`src/rtl/uart_tx.sv`:
```
// 8N1 UART transmitter with byte FIFO; LSB-first, one start and one stop bit.
// Back-to-back frames when the FIFO holds data at the end of a stop bit.
module uart_tx #(
    parameter int BAUD_DIV   = 2603,
    parameter int DEPTH_LOG2 = 4
) (
    input  logic       Clk,
    input  logic       Reset,
    input  logic [7:0] data_in,
    input  logic       WR,
    output logic       TX,
    output logic       full,
    output logic       empty,
    output logic       busy,
    output logic       tx_done
);

    typedef enum logic [1:0] {
        IDLE,
        START,
        DATA,
        STOP
    } state_t;

    localparam int CW    = (BAUD_DIV > 1) ? $clog2(BAUD_DIV) : 1;
    localparam int DEPTH = 2 ** DEPTH_LOG2;

    localparam logic [CW-1:0]         CNT_MAX  = CW'(BAUD_DIV - 1);
    localparam logic [CW-1:0]         CNT_ONE  = CW'(1);
    localparam logic [DEPTH_LOG2-1:0] PTR_ONE  = DEPTH_LOG2'(1);
    localparam logic [DEPTH_LOG2:0]   OCC_ONE  = (DEPTH_LOG2 + 1)'(1);
    localparam logic [DEPTH_LOG2:0]   OCC_FULL = (DEPTH_LOG2 + 1)'(DEPTH);

    state_t                state_q, state_d;
    logic [CW-1:0]         cnt_q, cnt_d;
    logic [2:0]            bit_idx_q, bit_idx_d;
    logic [7:0]            shreg_q, shreg_d;
    logic                  tx_q, tx_d;
    logic [DEPTH_LOG2-1:0] wr_ptr_q, wr_ptr_d;
    logic [DEPTH_LOG2-1:0] rd_ptr_q, rd_ptr_d;
    logic [DEPTH_LOG2:0]   occ_q, occ_d;
    logic                  full_q, full_d;
    logic                  empty_q, empty_d;
    logic [7:0]            mem_q [DEPTH];

    logic bit_end;
    logic push;
    logic pop;

    assign bit_end = (cnt_q == CNT_MAX);
    // A full FIFO refuses writes even when a pop frees a slot that cycle.
    assign push    = WR && !full_q;

    always_comb begin
        state_d   = state_q;
        cnt_d     = bit_end ? '0 : cnt_q + CNT_ONE;
        bit_idx_d = bit_idx_q;
        shreg_d   = shreg_q;
        pop       = 1'b0;
        unique case (state_q)
            IDLE: begin
                cnt_d = '0;
                if (!empty_q) begin
                    pop     = 1'b1;
                    shreg_d = mem_q[rd_ptr_q];
                    state_d = START;
                end
            end
            START: begin
                if (bit_end) begin
                    state_d   = DATA;
                    bit_idx_d = '0;
                end
            end
            DATA: begin
                if (bit_end) begin
                    if (bit_idx_q == 3'd7) begin
                        state_d = STOP;
                    end else begin
                        bit_idx_d = bit_idx_q + 3'd1;
                    end
                end
            end
            STOP: begin
                if (bit_end) begin
                    if (!empty_q) begin
                        pop     = 1'b1;
                        shreg_d = mem_q[rd_ptr_q];
                        state_d = START;
                    end else begin
                        state_d = IDLE;
                    end
                end
            end
            default: state_d = IDLE;
        endcase

        // Line level follows the next state so TX is a clean flop output.
        tx_d = 1'b1;
        if (state_d == START) begin
            tx_d = 1'b0;
        end else if (state_d == DATA) begin
            tx_d = shreg_d[bit_idx_d];
        end
    end

    always_comb begin
        wr_ptr_d = push ? wr_ptr_q + PTR_ONE : wr_ptr_q;
        rd_ptr_d = pop ? rd_ptr_q + PTR_ONE : rd_ptr_q;
        occ_d    = occ_q;
        unique case ({push, pop})
            2'b10:   occ_d = occ_q + OCC_ONE;
            2'b01:   occ_d = occ_q - OCC_ONE;
            default: occ_d = occ_q;
        endcase
        full_d  = (occ_d == OCC_FULL);
        empty_d = (occ_d == '0);
    end

    always_ff @(posedge Clk or posedge Reset) begin
        if (Reset) begin
            state_q   <= IDLE;
            cnt_q     <= '0;
            bit_idx_q <= '0;
            shreg_q   <= '0;
            tx_q      <= 1'b1;
            wr_ptr_q  <= '0;
            rd_ptr_q  <= '0;
            occ_q     <= '0;
            full_q    <= 1'b0;
            empty_q   <= 1'b1;
        end else begin
            state_q   <= state_d;
            cnt_q     <= cnt_d;
            bit_idx_q <= bit_idx_d;
            shreg_q   <= shreg_d;
            tx_q      <= tx_d;
            wr_ptr_q  <= wr_ptr_d;
            rd_ptr_q  <= rd_ptr_d;
            occ_q     <= occ_d;
            full_q    <= full_d;
            empty_q   <= empty_d;
        end
    end

    always_ff @(posedge Clk) begin
        if (push) begin
            mem_q[wr_ptr_q] <= data_in;
        end
    end

    assign TX      = tx_q;
    assign full    = full_q;
    assign empty   = empty_q;
    assign busy    = (state_q != IDLE);
    assign tx_done = (state_q == STOP) && bit_end;

endmodule

```
`config.mk`:
```
export PLATFORM = sky130hd
export DESIGN_NAME = uart_tx
export DESIGN_NICKNAME = d
export VERILOG_FILES = /design/src/rtl/uart_tx.sv
export SDC_FILE = /design/constraint.sdc
export NUM_CORES = 1
export LEC_CHECK = 0
export ABC_AREA = 1
export CAP_MARGIN = 40
export CORE_MARGIN = 2
export CORE_UTILIZATION = 50
export DETAILED_ROUTE_END_ITERATION = 10
export PLACE_DENSITY = 0.66
export SLEW_MARGIN = 20
export SYNTH_ARGS = -nofsm -noshare
export SYNTH_HDL_FRONTEND = slang
export SYNTH_SLANG_ARGS = --single-unit
```
`constraint.sdc`:
```
create_clock -name Clk -period 3.4 [get_ports Clk]
set_input_delay 0.68 -clock Clk [delete_from_list [all_inputs] [get_ports Clk]]
set_output_delay 0.68 -clock Clk [all_outputs]
set_load 0.005 [all_outputs]
```
* After elaboration in Yosys (flattened, before gate mapping)
Memory sizes are Yosys's and may differ from the RTL's.
Index checks and enable logic that the tools add are counted.
** Storage, ports and cells
- Register bits after elaboration :: 41
- Memory bits (writable) :: 128
- Output and inout bits :: 5
- Memories :: 1
** Cells by class
- Add/subtract/negate cells :: 6
- $lt $le $gt $ge :: 1
- Equal/unequal tests :: 10
- Mux-type cells :: 26
- Reduce and logical (&&, ||, !) cells :: 6
** Memories
- mem_q :: words 16, width 8, rd ports 1, clocked after memory_dff 0, wr ports 1, line 44 : logic [7:0] mem_q [DEPTH];
** Operator list (number)
- $mux W12 :: 2
- $mux W8 :: 2
- $pmux W8 S2 :: 1
- $add A12 B1 Y12 const B :: 1
- $eq A12 B12 Y1 const B :: 1
- $mux W2 :: 5
- $pmux W5 S2 :: 1
- $mux W3 :: 3
- $add A4 B1 Y4 const B :: 2
- $eq A2 B2 Y1 const B :: 4
- $mux W1 :: 8
- $pmux W2 S4 :: 1
- $eq A2 B1 Y1 const B :: 3
- $pmux W3 S2 :: 1
- $add A5 B1 Y5 const B :: 1
- $eq A5 B5 Y1 const B :: 1
- $logic_not A5 Y1 :: 1
- $sub A5 B1 Y5 const B :: 1
- $lt A3 B4 Y1 const B :: 1
- $add A3 B1 Y3 const B :: 1
- $bmux W1 S3 :: 1
- $eq A3 B3 Y1 const B :: 1
- $logic_and A1 B1 Y1 :: 2
- $logic_not A2 Y1 :: 1
- other kinds (3) :: 3

* Longest topological paths before layout
- Depth after elaboration :: 8
- Gate-level depth with buffers :: 17
- Depth with buffers taken out :: 16

* Worst setup path after synthesis
OpenSTA, ideal clock, no wires.
- Kind :: reg2reg
- Start :: register state_q[0]
- End :: register empty_q (netlist: empty)
- Library setup time :: 0.067 ns
- Data arrival time :: 2.723 ns
- Required time :: 3.333 ns
- Slack :: 0.610 ns
- Stages on the path, launching flop included :: 17
- Path through :: dfrtp_1 inv_1 ha_1 nor3_1 inv_1 nor2_8 buf_6 ha_1 ha_1 a21o_1 a21oi_1 inv_1 a21oi_1 o21ai_0 xor2_1 inv_1 nor2_1
** On the way
- Word-level cells in the longest chain between the ends :: 5
- Elaborated cells between the ends (all ways) :: 7
- Classes of those cells :: eq/ne: 3; mux: 2; reduce/logical: 2
** RTL lines
- from (decl) :: line 34 : state_t state_q, state_d;
- from (signal assigned) :: line 133 : state_q <= state_d;
- $eq A2 B2 Y1 or $logic_not A2 Y1 (tied branches) :: line 60 : unique case (state_q)
- $pmux W1 S2 (*) :: line 60
- net pop :: line 48 : logic pop;
- $eq A2 B1 Y1 or $eq A2 B2 Y1 (tied branches) :: line 111 : unique case ({push, pop})
- $pmux W5 S2 (*) :: line 111
- net occ_d[4] :: line 41 : logic [DEPTH_LOG2:0] occ_q, occ_d;
- $logic_not A5 Y1 (*) :: line 117 : empty_d = (occ_d == '0);
- net empty_d :: line 43 : logic empty_q, empty_d;
- to (signal assigned) :: line 142 : empty_q <= empty_d;
- to (decl) :: line 43
Mark *: on every way through the listed nets, which the timed path passes. The rest lies on a longest branch.
A chain may end at the register's enable or synchronous reset.

* Worst setup path in the final report
- Start :: register state_q[0]
- End :: register empty_q (netlist: empty)
** On the way
- Word-level cells in the longest chain between the ends :: 5
- Elaborated cells between the ends (all ways) :: 7
- Classes of those cells :: eq/ne: 3; mux: 2; reduce/logical: 2
** RTL lines (line)
- $eq A2 B2 Y1 or $logic_not A2 Y1 (tied branches) :: 60
- $pmux W1 S2 (*) :: 60
- $eq A2 B1 Y1 or $eq A2 B2 Y1 (tied branches) :: 111
- $pmux W5 S2 (*) :: 111
- net occ_d[4] :: 41
- $logic_not A5 Y1 (*) :: 117
- net empty_d :: 43
Marked as above.

==> qor.yml <==
p_leak_nw: 3.60
grt-ovfl-total: 0
cts_buffer_depth: 2
grt_pass1_vias: 5191
h-tree-depth: 4
cts_resized: 0
viasPerCell: 5.30
ant_nets: 0
yosysWarnings: 0
syn-num-nets: 765
cts_sinks: 169
power.density_nw_per_um2: 831
grt_max_degree: 77
startpoint_type: "flip-flop"
finClkSkew_ns: 0.00535
arrival_ns: 3.38
fill_cells: 1195
maxCapViolations: 0
synth_top_cell_by_area: "edfxtp_1"
antenna_cells: 0
hpwl_um: 10200
vias: 5103
first_iter_violations: 415
dieHeight_um: 127
hp-class: "reg2reg"
post-route-drc-count: 0
cts_tree: "yes"
synthCells: 736
wl_per_cell_um: 16.4
fp.dieW_um: 127
period_share: 0.889
clk_pin_slew_ns: 0.06
setup.worst_path.class: "reg2reg"
gp_congestion: 0.838
routed_wl_um: 15700
clock_latency_ns: 0.42
die-area_sq_um: 16200
postCtsSetupRepairBufs: 0
synth_cell_types: 38
nNetsFinal: 795
p_total_mw: 7.19
grt_pass1_wl_um: 26200
finalHoldViolations: 0
io_buffers: 15
ctsHoldBuffers: 0
rows: 44
period_minus_slack_ns: 3.02
boundaryPins: 16
synth_top_area_share: 0.507
dr.pass1.iters: 5
crit_path_end_kind: "flip-flop"
yosys_register_bits: 169
ys_seq_area_frac: 0.643
cp.required_ns: 3.76
rsz0062_at_grt: "false"
clock-root-buffer: "clkbuf_16"
setup_viol: 0
multi_input_area_sq_um: 2300
slew_violations: 0
fmax_ghz: 0.331
vdd_drop_max_uv: 408
cts_made_buffers: 17
status: "complete, no violations"
start_util: 0.517
area_growth_pct: 14.2
syn-mean-instance-area_sq_um: 10.3
antenna_found_initial: 0
tightest_slew_ns: 0.781
design.core.area_sq_um: 14600
slew_headroom: 0.477
tns_ns: 0
layout.area.seq_sq_um: 4870
crit_path_max_fanout: 14
synth.cell_area_sq_um: 7580
synth_area_leaders: "edfxtp_1 (51%), dfrtp_1 (13%), nand2_1 (8.5%)"
track_usage: 0.212
drive_above_1_share: 0.0911
cell usage in the layout, fill, tap and decap left out, drive strengths merged:
cell	instances
inv	71
bufinv	5
mux2i	1
nand2	175
xor2	10
nand4	4
a41o	1
edfxtp	128
nor4	1
o211ai	5
dfstp	2
clkdlybuf4s50	15
clkinv	8
ha	17
a21o	2
nand3	75
dfrtp	39
a21oi	17
clkinvlp	1
fa	1
nor3	6
clkbuf	19
o21ai	44
a31oi	1
nor3b	1
buf	22
or2	1
xnor2	2
nor2	105
synthesized netlist by cell type, drive strengths merged:
cell    number
nand3       75
a21o         2
dfrtp       39
nor2       105
xor2        10
clkinv       2
edfxtp     128
dfstp        2
o21ai       44
a41o         1
nor3         6
o211ai       5
nand2      175
buf         19
nor4         1
a31oi        1
xnor2        2
fa           1
a21oi       17
mux2i        1
nand4        4
clkbuf       7
nor3b        1
or2          1
ha          17
inv         70
metrics by stage:
step	instance area, sq um	cells	hold WS [ns]	util	setup slack (ns)
2_1_floorplan	7580	736	0.444	-	0.610
3_3_place_gp	7980	930	0.459	0.545	0.376
3_5_place_dp	8010	931	0.463	0.547	0.267
4_1_cts	8640	963	0.476	0.590	0.228
5_1_grt	8650	963	0.499	0.591	0.0867
6_report	8650	963	0.473	0.591	0.376
registers in the layout, summed over array words and instances, names as in the netlist:
name / count
occ_q: 5
shreg_q: 8
bit_idx_q: 3
cnt_q: 12
empty: 1
TX: 1
rd_ptr_q: 4
wr_ptr_q: 4
full: 1
mem_q: 128
state_q: 2
report_power, final:
group          internal, mW  switching (mW)  total, mW
registers              2.55           0.156       2.70
logic                 0.806            1.62       2.43
clock network          1.30           0.767       2.06
total                  4.65            2.54       7.19
metal layers:
metal | vias to the layer above | global-route usage | routed length (um)
met3 | 30 | 0.0456 | 648
met1 | 2450 | 0.286 | 7210
met5 | - | 0 | 0
met4 | 0 | 0.0763 | 342
li1 | 2508 | - | -
met2 | 115 | 0.344 | 7540
final cells by class:
class / count / share of cell area
Clock inverter: 13 / 0.0230
Multi-Input combinational cell: 469 / 0.266
Timing Repair Buffer: 37 / 0.0402
Clock buffer: 19 / 0.0500
Sequential cell: 169 / 0.563
Inverter: 72 / 0.0312
Tap cell: 184 / 0.0266
kinds of logic (layout without fill, tap and decap cells):
family	after synthesis	after routing	share of synthesized area
fa+ha+maj	18	18	0.0307
buf+inv	98	141	0.0552
compound gates	70	70	0.0514
mux	1	1	0.00132
simple gates	368	368	0.205
xor+xnor	12	12	0.0139
flops	169	169	0.643
critical path: stages, from the launching register on:
cell,delay (ns)
dfrtp_1,0.42
inv_1,0.11
ha_1,0.40
nor3_1,0.20
inv_1,0.12
nor2_8,0.25
ha_4,0.22
ha_1,0.28
a21o_1,0.18
a21oi_1,0.12
inv_1,0.06
a21oi_1,0.12
o21ai_0,0.11
xor2_1,0.18
inv_1,0.08
nor2_1,0.11
worst paths after layout:
| path | start | end | slack [ns] | cells past startpoint |
|---|---|---|---|---|
| max | state_q[0] | empty | 0.38 | 15 |
| min | shreg_q[4] | shreg_q[4] | 0.47 | 2 |
| max reg2reg | state_q[0] | empty | 0.38 | 15 |
| min reg2reg | shreg_q[4] | shreg_q[4] | 0.47 | 2 |
| max in group asynchronous | Reset | TX | 2.25 | 3 |
| min in group asynchronous | Reset | occ_q[4] | 0.53 | 2 |
Note: power is estimated with default switching activity, not from simulation.
